**config.mk**
```make
export PLATFORM = sky130hd
export DESIGN_NAME = port_rd_backend
export DESIGN_NICKNAME = d
export VERILOG_FILES = /design/src/rtl/hydra_pkg.sv /design/src/rtl/port_rd_page_walker.sv /design/src/rtl/port_rd_backend.sv
export SDC_FILE = /design/constraint.sdc
export NUM_CORES = 1
export LEC_CHECK = 0
export CORE_MARGIN = 4
export CORE_UTILIZATION = 46
export CTS_BUF_LIST = sky130_fd_sc_hd__clkbuf_2 sky130_fd_sc_hd__clkbuf_4 sky130_fd_sc_hd__clkbuf_8
export DETAILED_ROUTE_END_ITERATION = 6
export PLACE_DENSITY = 0.9
export RECOVER_POWER = 25
export SYNTH_ARGS = -nofsm -noshare
export SYNTH_HDL_FRONTEND = slang
export SYNTH_SLANG_ARGS = --single-unit
```
**constraint.sdc**
```tcl
create_clock -name clk -period 2.75 [get_ports clk]
set_clock_uncertainty 0.1 [all_clocks]
set_input_delay 0.55 -clock clk [delete_from_list [all_inputs] [get_ports clk]]
set_output_delay 0.55 -clock clk [all_outputs]
set_load 0.01 [all_outputs]
```
**src/rtl/hydra_pkg.sv**
```systemverilog
// Shared constants and FSM encoding for the port read backend.
package hydra_pkg;

  localparam int DATA_W     = 16;
  localparam int PAGE_AW    = 11;
  localparam int PAGE_WORDS = 8;
  localparam int LEN_W      = 12;
  localparam int OFF_W      = $clog2(PAGE_WORDS);
  localparam int SRAM_AW    = PAGE_AW + OFF_W;

  typedef enum logic [0:0] {
    ST_IDLE   = 1'b0,
    ST_STREAM = 1'b1
  } rd_state_e;

endpackage

```
**src/rtl/port_rd_page_walker.sv**
```systemverilog
// Page walker: tracks the current page/offset/remaining words of the packet
// being read, follows the link table and releases pages once fully read.
module port_rd_page_walker
  import hydra_pkg::*;
(
  input  logic               clk,
  input  logic               rst_n,
  input  logic               load_i,
  input  logic [PAGE_AW-1:0] head_i,
  input  logic [LEN_W-1:0]   len_i,
  input  logic               rd_i,
  output logic [SRAM_AW-1:0] rd_addr_o,
  output logic               last_o,
  output logic               nxt_rd_en,
  output logic [PAGE_AW-1:0] nxt_rd_page,
  input  logic [PAGE_AW-1:0] nxt_page,
  output logic               page_free_vld,
  output logic [PAGE_AW-1:0] page_free_idx
);

  logic [PAGE_AW-1:0] cur_page_q, cur_page_d;
  logic [PAGE_AW-1:0] next_page_q, next_page_d;
  logic [OFF_W-1:0]   offset_q, offset_d;
  logic [LEN_W-1:0]   remaining_q, remaining_d;
  logic               nxt_pend_q, nxt_pend_d;
  logic [PAGE_AW-1:0] next_page_s;
  logic               wrap_s, last_s, head_s;

  assign last_s = (remaining_q == LEN_W'(1));
  assign wrap_s = (offset_q == OFF_W'(PAGE_WORDS - 1));
  assign head_s = (offset_q == {OFF_W{1'b0}});
  // Bypass the lookup result so a two-word page can still wrap without a bubble.
  assign next_page_s = nxt_pend_q ? nxt_page : next_page_q;

  // Next-state for the page pointer, offset and remaining-word count.
  always_comb begin
    cur_page_d  = cur_page_q;
    offset_d    = offset_q;
    remaining_d = remaining_q;
    next_page_d = next_page_s;
    nxt_pend_d  = rd_i & head_s;
    if (load_i) begin
      cur_page_d  = head_i;
      offset_d    = {OFF_W{1'b0}};
      remaining_d = (len_i == {LEN_W{1'b0}}) ? LEN_W'(1) : len_i;
    end else if (rd_i) begin
      remaining_d = remaining_q - LEN_W'(1);
      if (wrap_s && !last_s) begin
        cur_page_d = next_page_s;
        offset_d   = {OFF_W{1'b0}};
      end else begin
        offset_d = offset_q + OFF_W'(1);
      end
    end else begin
      remaining_d = remaining_q;
    end
  end

  // Walker state registers.
  always_ff @(posedge clk or negedge rst_n) begin
    if (!rst_n) begin
      cur_page_q  <= {PAGE_AW{1'b0}};
      next_page_q <= {PAGE_AW{1'b0}};
      offset_q    <= {OFF_W{1'b0}};
      remaining_q <= {LEN_W{1'b0}};
      nxt_pend_q  <= 1'b0;
    end else begin
      cur_page_q  <= cur_page_d;
      next_page_q <= next_page_d;
      offset_q    <= offset_d;
      remaining_q <= remaining_d;
      nxt_pend_q  <= nxt_pend_d;
    end
  end

  assign rd_addr_o     = {cur_page_q, offset_q};
  assign last_o        = last_s;
  assign nxt_rd_en     = rd_i & head_s;
  assign nxt_rd_page   = cur_page_q;
  assign page_free_vld = rd_i & (wrap_s | last_s);
  assign page_free_idx = cur_page_q;

endmodule

```
**src/rtl/port_rd_backend.sv**
```systemverilog
// Per-port read engine: accepts packet descriptors and streams each packet
// out of the shared SRAM page by page to the port read frontend.
module port_rd_backend
  import hydra_pkg::*;
(
  input  logic               clk,
  input  logic               rst_n,
  input  logic               pkt_req_vld,
  output logic               pkt_req_rdy,
  input  logic [PAGE_AW-1:0] pkt_head_page,
  input  logic [LEN_W-1:0]   pkt_len,
  output logic               sram_rd_en,
  output logic [SRAM_AW-1:0] sram_rd_addr,
  input  logic [DATA_W-1:0]  sram_rd_data,
  output logic               nxt_rd_en,
  output logic [PAGE_AW-1:0] nxt_rd_page,
  input  logic [PAGE_AW-1:0] nxt_page,
  output logic               page_free_vld,
  output logic [PAGE_AW-1:0] page_free_idx,
  output logic               out_ready,
  output logic               out_data_vld,
  output logic [DATA_W-1:0]  out_data,
  output logic               end_of_packet
);

  rd_state_e state_q, state_d;
  logic      rdy_q, rdy_d;
  logic      out_ready_q, out_ready_d;
  logic      out_vld_q, out_vld_d;
  logic      eop_q, eop_d;
  logic      accept_s, rd_s, last_s;

  assign accept_s = (state_q == ST_IDLE) & pkt_req_vld & rdy_q;
  assign rd_s     = (state_q == ST_STREAM);

  port_rd_page_walker u_walker (
    .clk           (clk),
    .rst_n         (rst_n),
    .load_i        (accept_s),
    .head_i        (pkt_head_page),
    .len_i         (pkt_len),
    .rd_i          (rd_s),
    .rd_addr_o     (sram_rd_addr),
    .last_o        (last_s),
    .nxt_rd_en     (nxt_rd_en),
    .nxt_rd_page   (nxt_rd_page),
    .nxt_page      (nxt_page),
    .page_free_vld (page_free_vld),
    .page_free_idx (page_free_idx)
  );

  // FSM next state plus the one-cycle-delayed frontend strobes.
  always_comb begin
    state_d = state_q;
    case (state_q)
      ST_IDLE: begin
        if (accept_s) begin
          state_d = ST_STREAM;
        end else begin
          state_d = ST_IDLE;
        end
      end
      ST_STREAM: begin
        if (last_s) begin
          state_d = ST_IDLE;
        end else begin
          state_d = ST_STREAM;
        end
      end
      default: state_d = ST_IDLE;
    endcase
    rdy_d       = (state_d == ST_IDLE);
    out_ready_d = accept_s;
    out_vld_d   = rd_s;
    eop_d       = rd_s & last_s;
  end

  // FSM and output registers.
  always_ff @(posedge clk or negedge rst_n) begin
    if (!rst_n) begin
      state_q     <= ST_IDLE;
      rdy_q       <= 1'b0;
      out_ready_q <= 1'b0;
      out_vld_q   <= 1'b0;
      eop_q       <= 1'b0;
    end else begin
      state_q     <= state_d;
      rdy_q       <= rdy_d;
      out_ready_q <= out_ready_d;
      out_vld_q   <= out_vld_d;
      eop_q       <= eop_d;
    end
  end

  assign pkt_req_rdy   = rdy_q;
  assign sram_rd_en    = rd_s;
  assign out_ready     = out_ready_q;
  assign out_data_vld  = out_vld_q;
  assign out_data      = sram_rd_data;
  assign end_of_packet = eop_q;

endmodule
```
# Word level (Yosys, flattened, before mapping)

Cells that the tools add are included.

Register bits: 43
Latch bits: 0
Memory bits (writable): 0
ROM bits: 0
Bits of input ports: 53
Logic and storage cells: 42
Memories: 0

$add $sub $neg: 2
$mul: 0
Div/mod/pow operators: 0
$lt $le $gt $ge: 0
Eq/ne operators: 2
Shift-type cells: 0
Muxes and demuxes: 13
Bitwise logic cells: 8
Reduce and logical (&&, ||, !) cells: 7

Operators by type and width:

| kind                                               | count |
|---|---|
| 2-to-1 mux 11 bit                                  | 4 |
| 2-to-1 mux 12 bit                                  | 3 |
| == test 12 x 1 -> 1 bit, second input constant     | 1 |
| logical NOT 12 bit                                 | 1 |
| subtractor 12 x 1 -> 12 bit, second input constant | 1 |
| 2-to-1 mux 3 bit                                   | 3 |
| AND 1 bit                                          | 5 |
| nonzero test 2 bit                                 | 2 |
| adder 3 x 1 -> 3 bit, second input constant        | 1 |
| == test 3 bit, second input constant               | 1 |
| logical NOT 3 bit                                  | 1 |
| 2-to-1 mux 1 bit                                   | 2 |
| inverter 1 bit                                     | 2 |
| one-hot mux 1 bit (2 select lines)                 | 1 |
| AND reduction 2 bit                                | 1 |
| logical AND 1 bit                                  | 1 |
| logical NOT 1 bit                                  | 1 |
| bitwise OR 1 bit                                   | 1 |

# Logic depth before layout (Yosys ltp)

Gate-level depths: netlist (run 1).

Depth in word-level cells: 6
Gate-level depth with buffers: 7
Depth with buffers taken out: 7

# Cells and area by module

Synthesis (run 1) repeated with hierarchy kept, for this count alone.

Cell total of the unflattened synthesis: 205
Area total of the unflattened synthesis: 2306.0 µm²

By module, submodules not included:

| module              | instances | cells an instance | area an instance (µm²) | sequential area each (µm²) |
|---|---|---|---|---|
| port_rd_page_walker | 1         | 179               | 2029.4                 | 950.9 |
| port_rd_backend     | 1         | 26                | 276.5                  | 125.1 |

# Worst setup path after synthesis (run 1)

OpenSTA, ideal clock, no wires.

Kind: flip-flop to output port
Start point: reg state_q (netlist: sram_rd_en)
End point: out page_free_vld
Arrival: 1148 ps
Setup slack: 952 ps
Cell stages (with the launch flop): 5
Path buffers: 1
Cells stage by stage: dfrtp_1 > buf_2 > nor4bb_1 > nand3_2 > nand2_1

Longest elaborated chain between the ends: 1

Ends and longest elaborated chain:

| what                   | line                      | source |
|---|---|---|
| from (decl)            | port_rd_backend.sv:26     | `rd_state_e state_q, state_d;` |
| from (signal assigned) | port_rd_backend.sv:87     | `state_q <= state_d;` |
| AND 1 bit              | port_rd_page_walker.sv:80 | `assign page_free_vld = rd_i & (wrap_s \| last_s);` |
| to (decl)              | port_rd_backend.sv:18     | `output logic page_free_vld,` |

No other way between the ends.

# Final worst setup path (run 1)

Start point: reg u_walker.remaining_q[1]
End point: out page_free_vld

Longest elaborated chain between the ends: 3

Ends and longest elaborated chain:

| what                    | line                      | source |
|---|---|---|
| from (decl)             | port_rd_page_walker.sv:24 | `logic [LEN_W-1:0] remaining_q, remaining_d;` |
| from (signal assigned)  | port_rd_page_walker.sv:65 | `remaining_q <= {LEN_W{1'b0}};` |
| from (signal assigned)  | port_rd_page_walker.sv:71 | `remaining_q <= remaining_d;` |
| == test 12 x 1 -> 1 bit | port_rd_page_walker.sv:29 | `assign last_s = (remaining_q == LEN_W'(1));` |
| bitwise OR 1 bit        | port_rd_page_walker.sv:80 |  |
| AND 1 bit               | port_rd_page_walker.sv:80 |  |

No other way between the ends.

==> run_results.csv, run 1 <==
group,metric,value,unit
clocking,cts_buffers,5,
placed_design,placed_cell_area,3030,um^2
logic_synthesis,synth_area_leader_cell,"dfrtp_1",
critical_path,cp_top_family,"buffers and inverters",
placed_design,place_hpwl,3680,um
detailed_routing,vias_per_cell,5.04,
clocking,cts_tree,"built",
timing,tightest_slew,1.03,ns
logic_synthesis,yosysMostFrequentCell,"dfrtp_1",
timing,maxSlewViolCount,0,
placed_design,pre_cts_ws,0.336,ns
clocking,clockRootBuffer,"clkbuf_8",
final_layout,n_antenna_cell,0,
floorplan,die_area,6620,um^2
logic_synthesis,syn_area,2480,um^2
timing,final.setup.tns,0,ns
floorplan,num_rows,26,
logic_synthesis,syn_nets,278,
clocking,cts.sinks,43,
floorplan,io_pins,112,
critical_path,cpPeakStageDelay,0.53,ns
final_layout,finalInstanceArea,3140,um^2
power,powerDensity,1010,nW/um^2
placed_design,routabilityCongestion,0.776,
detailed_routing,drt_iter0_drc,55,
logic_synthesis,ys_types,36,
logic_synthesis,ys_seq_area_share,43.5,%
logic_synthesis,synth_flop_cell,"dfrtp_1",
critical_path,crit_arrival,1.95,ns
detailed_routing,wl,4870,um
placed_design,portBuffers,79,
clocking,cts.htree.levels,2,
final_layout,fin_nets,320,
clocking,path_clk_slew,0.08,ns
floorplan,initial_utilization,47.9,%
critical_path,path_max_fanout,4,
critical_path,crit_path_end_kind,"output port",
logic_synthesis,synthArstFlopShare,100,%
detailed_routing,post-route-drc-count,0,
critical_path,cp-start-kind,"flip-flop",
timing,period_needed,2.60,ns
clocking,clk-insertion-delay-late,0.28,ns
critical_path,path_buf_inv,2,
outcome,status,"completed",
detailed_routing,drtPass1Iterations,4,
grt,grt_max_degree,44,
grt,grt_pass1_wl,7550,um
logic_synthesis,ys_ff_latch,43,
power,power_leakage,0.00136,uW
grt,grtUsageTotal,14.8,%
logic_synthesis,syn_inst,220,
logic_synthesis,synthTopCellsByCount,"43 x dfrtp_1, 38 x buf_4, 22 x mux2_2",
logic_synthesis,synth_edf_count,0,
flow_run,cap_violations,0,
final_layout,fin_util,60.7,%
min_path,hp-class,"in -> async",
timing,setup_viol,0,
final_layout,layout-drive-gt1-share,19.8,%
timing,report.final.hold_viol_count,0,
detailed_routing,wl_per_cell,14.6,um
grt,antenna_found_initial,0,
floorplan,die_y,81.4,um
critical_path,critPathSlowestCell,"clkdlybuf4s50_1",
logic_synthesis,yosysWarningCount,0,
critical_path,required,2.10,ns
grt,grt_pass1_vias,1642,
timing,slew_headroom,31.1,%
power,irDropWorstVdd,446,uV
critical_path,critPathKind,"reg -> out",
logic_synthesis,synth_top_area_share,43.5,%
floorplan,core_area,5170,um^2
detailed_routing,ant_nets,0,
detailed_routing,vias,1677,
final_layout,area_growth,26.7,%
critical_path,crit_path_cell_trace,"inv_1, ha_1, nor4bb_2, nand3_2, nand2_1, clkdlybuf4s50_1",
logic_synthesis,yosys-top-cells-area,"dfrtp_1 43%, buf_4 12%, mux2_2 10%",
timing,fmax,0.385,GHz
timing,layout_setup_ws,0.150,ns
grt,grt-ovfl-total,0,
timing,fin_crit_sh,94.5,%
clocking,ctsLongestPathBuffers,2,
floorplan,die_w,81.4,um
logic_synthesis,avgSynthCellArea,11.3,um^2
timing,rsz0062_at_grt,"no",
## cells in the final DEF (no fill, tap or decap), drive strengths merged, types with 2 or more instances in the layout
master,instances
o21ai,4
mux2,33
nor4,4
xor2,6
and3,10
clkdlybuf4s50,78
a21oi,10
nor3b,2
dfrtp,43
clkbuf,7
buf,4
xnor2,4
nor3,4
inv,7
nand2,12
ha,5
nor2,4
a211oi,10
nand3,3
## area by class of cell
class | count | area [um^2]
Fill cell | 404 | 2030
Sequential cell | 43 | 1080
Multi-Input combinational cell | 122 | 1040
Timing Repair Buffer | 83 | 816
Tap cell | 70 | 87.6
Clock buffer | 6 | 76.3
Inverter | 7 | 26.3
Clock inverter | 2 | 12.5
## path summary, 6_finish.rpt
check / endpoint / depth (start not counted) / from / slack, ns
max: page_free_vld / 6 / u_walker.remaining_q[1]$_DFFE_PN0P_ / 0.15
min: u_walker.nxt_rd_page[8]$_DFFE_PN0P_ / 1 / rst_n / 0.33
max reg2reg: u_walker.nxt_rd_page[0]$_DFFE_PN0P_ / 5 / sram_rd_en$_DFF_PN0_ / 0.79
min reg2reg: u_walker.next_page_q[3]$_DFF_PN0_ / 1 / u_walker.next_page_q[3]$_DFF_PN0_ / 0.40
max in group asynchronous: u_walker.remaining_q[10]$_DFFE_PN0P_ / 1 / rst_n / 1.59
min in group clk: u_walker.next_page_q[3]$_DFF_PN0_ / 1 / u_walker.next_page_q[3]$_DFF_PN0_ / 0.40
## flip-flops by register name, summed over array words and instances (netlist names), 3 cells and up
signal,flops
u_walker.remaining_q,12
u_walker.next_page_q,11
u_walker.nxt_rd_page,11
u_walker.offset_q,3
## per-layer routing
| layer | share of wire [%] | up-vias | global-route usage, % |
|---|---|---|---|
| met5 | 0 | - | 0 |
| met4 | 0.21 | 0 | 3.55 |
| met3 | 9.2 | 4 | 3.77 |
| met2 | 46 | 72 | 24.8 |
| met1 | 45 | 788 | 19.2 |
| li1 | - | 813 | - |
## logic make-up after synthesis
group	share of synthesized area, %
DFF	43.5
adders and majority gates	2.53
and+or+nand+nor	11.8
buffers and inverters	14.9
AOI/OAI and AO/OA	6.82
muxes	16.9
xor gates and xnor gates	3.54
## where the power goes
group / leakage (uW) / total (uW) / internal [uW] / switching (uW)
clock network: 0.0000446 / 393 / 187 / 206
logic: 0.000817 / 1560 / 999 / 556
registers: 0.000503 / 1210 / 917 / 295
## worst reg2reg max path: stages, from the launching register on
cell and delay [ns]:
dfrtp_1 0.35, buf_4 0.31, nand3b_4 0.32, nand2_1 0.09, nand2_2 0.31, mux2_2 0.38
## stage by stage
stage	cells	hold WS [ns]	power, uW
5_1_grt	333	0.409	3390
3_5_place_dp	324	0.382	2780
4_1_cts	332	0.323	3190
6_report	333	0.334	3160
2_1_floorplan	220	0.154	2270
3_3_place_gp	324	0.376	2720
## timing repair
item / CTS / global route
endpoints found under the setup margin: 0 / 1
gates resized for setup: 0 / 2
buffers inserted: 0 / 1
hold buffers: 0 / 0
(Power assumes the default switching activity.)
==> inputs of run 2 (changes only) <==
--- a/config.mk
+++ b/config.mk
@@ -5,11 +5,12 @@
 export SDC_FILE = /design/constraint.sdc
 export NUM_CORES = 1
 export LEC_CHECK = 0
+export CAP_MARGIN = 20
 export CORE_MARGIN = 4
-export CORE_UTILIZATION = 46
+export CORE_UTILIZATION = 43
 export CTS_BUF_LIST = sky130_fd_sc_hd__clkbuf_2 sky130_fd_sc_hd__clkbuf_4 sky130_fd_sc_hd__clkbuf_8
 export DETAILED_ROUTE_END_ITERATION = 6
-export PLACE_DENSITY = 0.9
+export PLACE_DENSITY = 0.85
 export RECOVER_POWER = 25
 export SYNTH_ARGS = -nofsm -noshare
 export SYNTH_HDL_FRONTEND = slang
==> constraint.sdc (replaced) <==
create_clock -name clk -period 2.45 [get_ports clk]
set_clock_uncertainty 0.1 [all_clocks]
set_input_delay 0.49 -clock clk [delete_from_list [all_inputs] [get_ports clk]]
set_output_delay 0.49 -clock clk [all_outputs]
set_load 0.01 [all_outputs]
==> run 2 against run 1 <==
Effect of this change: hold slack better by 0.018 ns; wire length rose by 3.1%; sequential cell count unchanged; count of clock-buffer cells in the layout stayed put; cell area up 2.0%; global-route usage shrank 0.47 points; die area rose by 6.3%; clock power rose by 64%; sequential share of layout area is 0.66 points lower; critical path type unchanged.
==> run_results.csv, run 2 (synthesis results as in run 1) <==
group,metric,value,unit
placed_design,dp.cells,329,
timing,slew_headroom,32.4,%
floorplan,die_w,83.9,um
timing,maxSlewViolCount,0,
critical_path,cp-start-kind,"flip-flop",
grt,grt_pass1_wl,8310,um
clocking,clockRootBuffer,"clkbuf_8",
outcome,status,"completed",
final_layout,regMostFlops,"u_walker.remaining_q",
final_layout,area_growth,29.2,%
clocking,cts_tree,"built",
power,seqPwrFrac,36.2,%
timing,rsz0062_at_grt,"no",
power,p_total,3760,uW
detailed_routing,vias_per_cell,5.10,
power,intPower,2570,uW
floorplan,io_pins,112,
power,powerDensity,1170,nW/um^2
power,power_leakage,0.00140,uW
detailed_routing,drt_iter0_drc,33,
grt,grt-ovfl-total,0,
clocking,post_cts_resize_count,3,
clocking,hold_buffers,0,
detailed_routing,met1_length,2200,um
detailed_routing,dr_wl_met3,393,um
timing,setup_viol,0,
final_layout,layout-drive-gt1-share,20.4,%
detailed_routing,post-route-drc-count,0,
critical_path,path_max_fanout,35,
clocking,path_clk_slew,0.08,ns
final_layout,layout_common_cells,"77 x clkdlybuf4s50_1, 43 x dfrtp_1, 22 x mux2_2",
critical_path,reg2regPathDepth,5,
grt,grt_max_degree,44,
detailed_routing,wl_met2,2400,um
min_path,hp-class,"in -> async",
grt,antenna_found_initial,0,
timing,period_needed,2.32,ns
floorplan,core_area,5540,um^2
critical_path,crit_arrival,1.73,ns
grt,grt_pass1_vias,1707,
detailed_routing,vias,1719,
grt,grtUsageTotal,14.4,%
power,switching_share,31.7,%
placed_design,pre_cts_ws,0.191,ns
floorplan,die_y,83.9,um
timing,final.setup.tns,0,ns
clocking,cts.htree.levels,2,
critical_path,crit_path_end_kind,"output port",
clocking,cts.sinks,43,
final_layout,layout.cells.non_filler,337,
detailed_routing,wl,5020,um
final_layout,n_antenna_cell,0,
critical_path,critPathKind,"reg -> out",
detailed_routing,drtPass1Iterations,4,
power,comb_power_share,46.6,%
clocking,post-cts-setup-buffers,0,
placed_design,routabilityCongestion,0.769,
floorplan,die_area,7040,um^2
critical_path,reg2reg_slack,0.41,ns
flow_run,cap_violations,0,
timing,tightest_slew,1.01,ns
clocking,cts_buffers,5,
final_layout,fin_nets,322,
detailed_routing,wl_per_cell,14.9,um
clocking,clk-insertion-delay-late,0.29,ns
detailed_routing,ant_nets,0,
timing,fmax,0.432,GHz
clocking,ctsLongestPathBuffers,2,
floorplan,num_rows,27,
timing,layout_setup_ws,0.134,ns
detailed_routing,top_layer,"met4",
placed_design,place_hpwl,3910,um
power,p_sw,1190,uW
placed_design,portBuffers,79,
final_layout,largest_reg_flops,12,
critical_path,required,1.86,ns
timing,report.final.hold_viol_count,0,
timing,fin_crit_sh,94.5,%
power,irDropWorstVdd,471,uV
floorplan,initial_utilization,44.7,%
final_layout,final_common_cell,"clkdlybuf4s50_1",
power,clkPwrFrac,17.2,%
run 2: cell types whose count changed in the layout (fill, tap and decap cells not counted):
| cell | change |
|---|---|
| clkinv_2 | -1 |
| clkinvlp_4 | -1 |
| bufinv_16 | +2 |
| buf_4 | +1 |
| buf_2 | +1 |
| dlygate4sd2_1 | +1 |
| clkdlybuf4s50_1 | -1 |
run 2: final cells by class:
class | instances | area [um^2]
clock buffer | 6 | 76.3
sequential | 43 | 1080
tap | 72 | 90.1
inverter | 7 | 26.3
multi-input combinational | 122 | 1040
fill | 482 | 2340
clock inverter | 2 | 60.1
timing repair buffer | 85 | 827
run 2: power by group through the flow:
stage,logic [uW],clock network (uW),registers [uW]
after CTS,1780,659,1360
after floorplan,1210,0,1330
final,1750,646,1360
after global placement,1720,0,1350
after global routing,1890,697,1420
after detailed placement,1770,0,1370
run 2: worst paths after layout:
| kind | startpoint | endpoint |
|---|---|---|
| min in group clk | u_walker.next_page_q[5]$_DFF_PN0_ | u_walker.next_page_q[5]$_DFF_PN0_ |
| worst max register to register | u_walker.remaining_q[7]$_DFFE_PN0P_ | u_walker.nxt_rd_page[0]$_DFFE_PN0P_ |
| max in group asynchronous | rst_n | u_walker.nxt_rd_page[10]$_DFFE_PN0P_ |
| worst max-delay path | sram_rd_en$_DFF_PN0_ | nxt_rd_en |
| worst min register to register | u_walker.next_page_q[5]$_DFF_PN0_ | u_walker.next_page_q[5]$_DFF_PN0_ |
| worst min-delay path | rst_n | u_walker.next_page_q[3]$_DFF_PN0_ |
run 2: through the flow:
stage	hold WS (ns)	utilization [%]	instance area, um^2
5_1_grt	0.412	57.7	3200
2_1_floorplan	0.0944	-	2480
3_5_place_dp	0.383	55.1	3050
6_report	0.352	57.7	3200
3_3_place_gp	0.377	55.1	3050
4_1_cts	0.181	57.8	3200
run 2: layer usage:
| metal | up-vias | global-route usage [%] |
|---|---|---|
| met4 | 0 | 2.49 |
| met2 | 73 | 24.4 |
| li1 | 818 | - |
| met1 | 821 | 18.1 |
| met5 | - | 0 |
| met3 | 7 | 4.54 |
run 2: worst max-delay path: stages, from the launching register on:
cell             delay [ns]
dfrtp_1                0.35
buf_4                  0.31
and3b_1                0.22
clkdlybuf4s50_1        0.54
